===== src/rtl/pa_add.sv =====
// pa_add: registered WIDTH-bit ripple-carry adder, {c,s} = a + b + ci, one-cycle latency.
// Optional overflow output ovf is built only when PA_ADD_OVF_EN is defined.
module pa_add #(
  parameter int WIDTH = 4
) (
  input  logic             clk,
  input  logic             rst,
  input  logic             in_valid,
  input  logic [WIDTH-1:0] a,
  input  logic [WIDTH-1:0] b,
  input  logic             ci,
  output logic             out_valid,
  output logic [WIDTH-1:0] s,
  output logic             c
`ifdef PA_ADD_OVF_EN
  ,
  output logic             ovf
`endif
);

  logic [WIDTH-1:0] p_s;
  logic [WIDTH-1:0] g_s;
  logic [WIDTH-1:0] sum_s;
  logic [WIDTH:0]   cy_s;

  logic [WIDTH-1:0] s_d, s_q;
  logic             c_d, c_q;
  logic             out_valid_d, out_valid_q;

  assign cy_s[0] = ci;

  // One full-adder cell per bit; cy_s ripples from bit 0 up to bit WIDTH.
  for (genvar i = 0; i < WIDTH; i++) begin : g_fa
    assign p_s[i]    = a[i] ^ b[i];
    assign g_s[i]    = a[i] & b[i];
    assign sum_s[i]  = p_s[i] ^ cy_s[i];
    assign cy_s[i+1] = g_s[i] | (p_s[i] & cy_s[i]);
  end

`ifdef PA_ADD_OVF_EN
  logic ovf_d, ovf_q;
`endif

  // Next-state: capture a new result on in_valid, otherwise hold s/c.
  always_comb begin
    s_d         = s_q;
    c_d         = c_q;
    out_valid_d = 1'b0;
`ifdef PA_ADD_OVF_EN
    ovf_d       = ovf_q;
`endif
    if (in_valid) begin
      s_d         = sum_s;
      c_d         = cy_s[WIDTH];
      out_valid_d = 1'b1;
`ifdef PA_ADD_OVF_EN
      ovf_d       = cy_s[WIDTH] ^ cy_s[WIDTH-1];
`endif
    end else begin
      out_valid_d = 1'b0;
    end
  end

  // Result registers; reset wins over a simultaneous in_valid.
  always_ff @(posedge clk) begin
    if (rst) begin
      s_q         <= {WIDTH{1'b0}};
      c_q         <= 1'b0;
      out_valid_q <= 1'b0;
`ifdef PA_ADD_OVF_EN
      ovf_q       <= 1'b0;
`endif
    end else begin
      s_q         <= s_d;
      c_q         <= c_d;
      out_valid_q <= out_valid_d;
`ifdef PA_ADD_OVF_EN
      ovf_q       <= ovf_d;
`endif
    end
  end

  assign s         = s_q;
  assign c         = c_q;
  assign out_valid = out_valid_q;
`ifdef PA_ADD_OVF_EN
  assign ovf       = ovf_q;
`endif

endmodule


===== config.mk =====
export PLATFORM = sky130hd
export DESIGN_NAME = pa_add
export DESIGN_NICKNAME = d
export VERILOG_FILES = /design/src/rtl/pa_add.sv
export SDC_FILE = /design/constraint.sdc
export NUM_CORES = 1
export LEC_CHECK = 0
export BUFFER_PORTS_ARGS = -buffer_cell sky130_fd_sc_hd__buf_2
export CORE_AREA = 2 2 39 41
export DETAILED_ROUTE_END_ITERATION = 8
export DIE_AREA = 0 0 41 43
export GPL_TIMING_DRIVEN = 1
export PLACE_DENSITY = 0.49
export SLEW_MARGIN = 15
export SYNTH_ARGS = -nofsm -noshare
export SYNTH_HDL_FRONTEND = slang
export SYNTH_SLANG_ARGS = --single-unit
export TNS_END_PERCENT = 5

===== constraint.sdc =====
create_clock -name clk -period 2.4 [get_ports clk]
set_input_delay 0.12 -clock clk [delete_from_list [all_inputs] [get_ports clk]]
set_output_delay 0.12 -clock clk [all_outputs]
set_load 0.005 [all_outputs]

==> flow_metrics.py <==
metrics = {
    "sta": {
        "finalHoldViolCount": 0,
        "finalCriticalPeriod_ns": 1.79,
        "fin_crit_sh_pct": 74.6,
        "hold_ws_ns": 0.121,
        "setup_violations": 0,
        "max_freq_mhz": 558,
        "rsz0062_at_grt": "no",
        "tightestPinTransition_ns": 0.173,
        "finClkSkew_ns": 0,
        "setup_tns_ns": 0,
        "slew_viol_final": 0,
        "relSlewSlack_pct": 88.4,
        "fin_ws_ns": 0.609,
    },
    "cts": {
        "clockRootBuffer": "clkbuf_4",
        "clockBufferDepth": 2,
        "cts_sinks": 6,
        "clkTransAtPathRegs_ns": 0.04,
        "cts_buffers": 3,
        "cts_max_level": 1,
        "ctsHoldBuffers": 0,
        "cts_tree": "done",
        "insertion_delay_ns": 0.24,
        "cts_resized": 0,
        "postCtsSetupRepairBufs": 0,
    },
    "layout": {
        "regArea_um2": 120,
        "diodes": 0,
        "area_delta_synth_final_pct": 38.1,
        "drive_gt1_share_pct": 41.7,
        "multi_input_area_um2": 148,
        "fin_nets": 66,
        "fillers": 156,
        "final_area_um2": 422,
    },
    "power_and_ir_drop": {
        "pwr_density_cell_nw_per_um2": 593,
        "ir_drop_mv": 0.141,
        "p_total_uw": 250,
        "power_leakage_nw": 0.229,
    },
    "yosys": {
        "synth_top_area_cell": "dfxtp_1",
        "synth_seq_area_share_pct": 39.3,
        "syn_nets": 45,
        "synth_warnings": 0,
        "synth_area_leaders": "dfxtp_1 (39%), fa_1 (26%), inv_1 (8.6%), a211oi_1 (7.4%), mux2i_1 (6.6%)",
        "ys_types": 8,
        "synthCells": 29,
        "avgSynthCellArea_um2": 10.5,
        "ys_seq_elements": 6,
        "netlist_area_um2": 305,
        "synth_top_cell_area_share_pct": 39.3,
    },
    "critical_path": {
        "crit_required_ns": 2.55,
        "critPathBufInv": 4,
        "end_kind": "flop",
        "crit_chain": "buf_2 > inv_1 > fa_1 > inv_1 > fa_1 > fa_1 > inv_1 > fa_1 > a211oi_1",
        "startpoint_type": "primary input",
        "cp_common_cell": "fa_1",
        "cp_top_family": "adder cells",
        "critPathMaxStageDelay_ns": 0.41,
        "crit_path_max_fanout": 1,
        "worstSetupPathType": "in2reg",
        "worst_ep_arrival_time_ns": 1.94,
        "cpMaxStageDelayCell": "fa_1",
    },
    "detailed_routing": {
        "dr.pass1.iters": 2,
        "antenna_left": 0,
        "vias_per_cell": 3.83,
        "routed_wl_um": 513,
        "num_vias": 245,
        "dr.first_iter.drc_count": 1,
        "avgRoutedWirePerCell_um": 8.02,
        "drc": 0,
    },
    "global_routing": {
        "grt_pass1_vias": 242,
        "grt_pass1_wl_um": 848,
        "grt_max_degree": 10,
        "grt_usage_pct": 7.48,
        "antenna_found_initial": 0,
        "grt-ovfl-total": 0,
    },
    "worst_hold_path": {
        "worstHoldPathType": "in2reg",
    },
    "die": {
        "die_w_um": 41,
        "row_count": 14,
        "die_h_um": 43,
        "io_pins": 18,
        "initial_utilization_pct": 22.1,
        "dieArea_um2": 1760,
        "core_area_um2": 1380,
    },
    "place": {
        "place_congestion": 0.643,
        "io_buffers": 17,
        "pre_cts_ws_ns": 0.347,
        "placedInstanceArea_um2": 399,
    },
    "run": {
        "cap_violations": 0,
    },
    "run_status": {
        "outcome": "finished clean",
    },
}
## report_power, final
part	switching (mW)	total (mW)	leakage, nW	internal [mW]
logic	0.0230	0.0483	0.165	0.0252
clock network	0.0326	0.0889	0.0138	0.0563
registers	0.00380	0.113	0.0498	0.109
## flip-flops by register name, indices dropped and copies added (netlist names)
name and flops:
out_valid 1, c 1, s 4
## final timing paths
check        slack [ns]                    to               from  depth (start not counted)
max                0.61     s[3]$_SDFFE_PP0P_               a[0]                          9
min reg2reg        0.48     s[0]$_SDFFE_PP0P_  s[0]$_SDFFE_PP0P_                          2
max reg2reg        1.80        c$_SDFFE_PP0P_     c$_SDFFE_PP0P_                          2
min                0.12  out_valid$_SDFF_PP0_                rst                          2
## metal layers
layer,vias to the layer above,part of all wire [%],GRT usage (%)
met5,-,0,0
met4,0,0,8.00
met3,0,4.5,1.57
met2,5,58,10.3
met1,112,37,8.55
li1,128,-,-
## cell usage in the layout (no fill, tap or decap)
cell type  netlist  routed
buf_2            0      17
dfxtp_1          6       6
nor2_1           5       5
a211oi_1         3       3
fa_1             4       4
clkbuf_4         0       3
nor2b_1          1       1
inv_1            7       7
mux2i_1          2       2
## logic make-up after synthesis
group,count (synthesis),share of synthesized area [%]
buffers and inverters,8,12.3
adders and majority gates,4,26.2
muxes,2,6.56
and+or+nand+nor,6,8.20
AOI/OAI and AO/OA,3,7.38
DFF,6,39.3
## worst register-to-register path, stage by stage, from the launching register on
cell and delay (ns):
dfxtp_1 0.32, nor2_1 0.04, a211oi_1 0.16
## stage by stage
| step | util, % | instances |
|---|---|---|
| CTS | 30.5 | 64 |
| finish | 30.5 | 64 |
| global route | 30.5 | 64 |
| detailed placement | 28.8 | 61 |
| floorplan | - | 29 |
| global placement | 28.8 | 61 |
## cell usage after synthesis
master and number:
inv_1 7, a211oi_1 3, dfxtp_1 6, mux2i_1 2, buf_6 1, nor2_1 5
fa_1 4, nor2b_1 1
## cell type report
cell class | count | area share (%)
clock buffer | 3 | 5.34
inverter | 7 | 6.23
multi-input combinational | 15 | 35.0
sequential | 6 | 28.5
tap | 16 | 4.75
timing repair buffer | 17 | 20.2
Power figures use the tool's default switching activity.
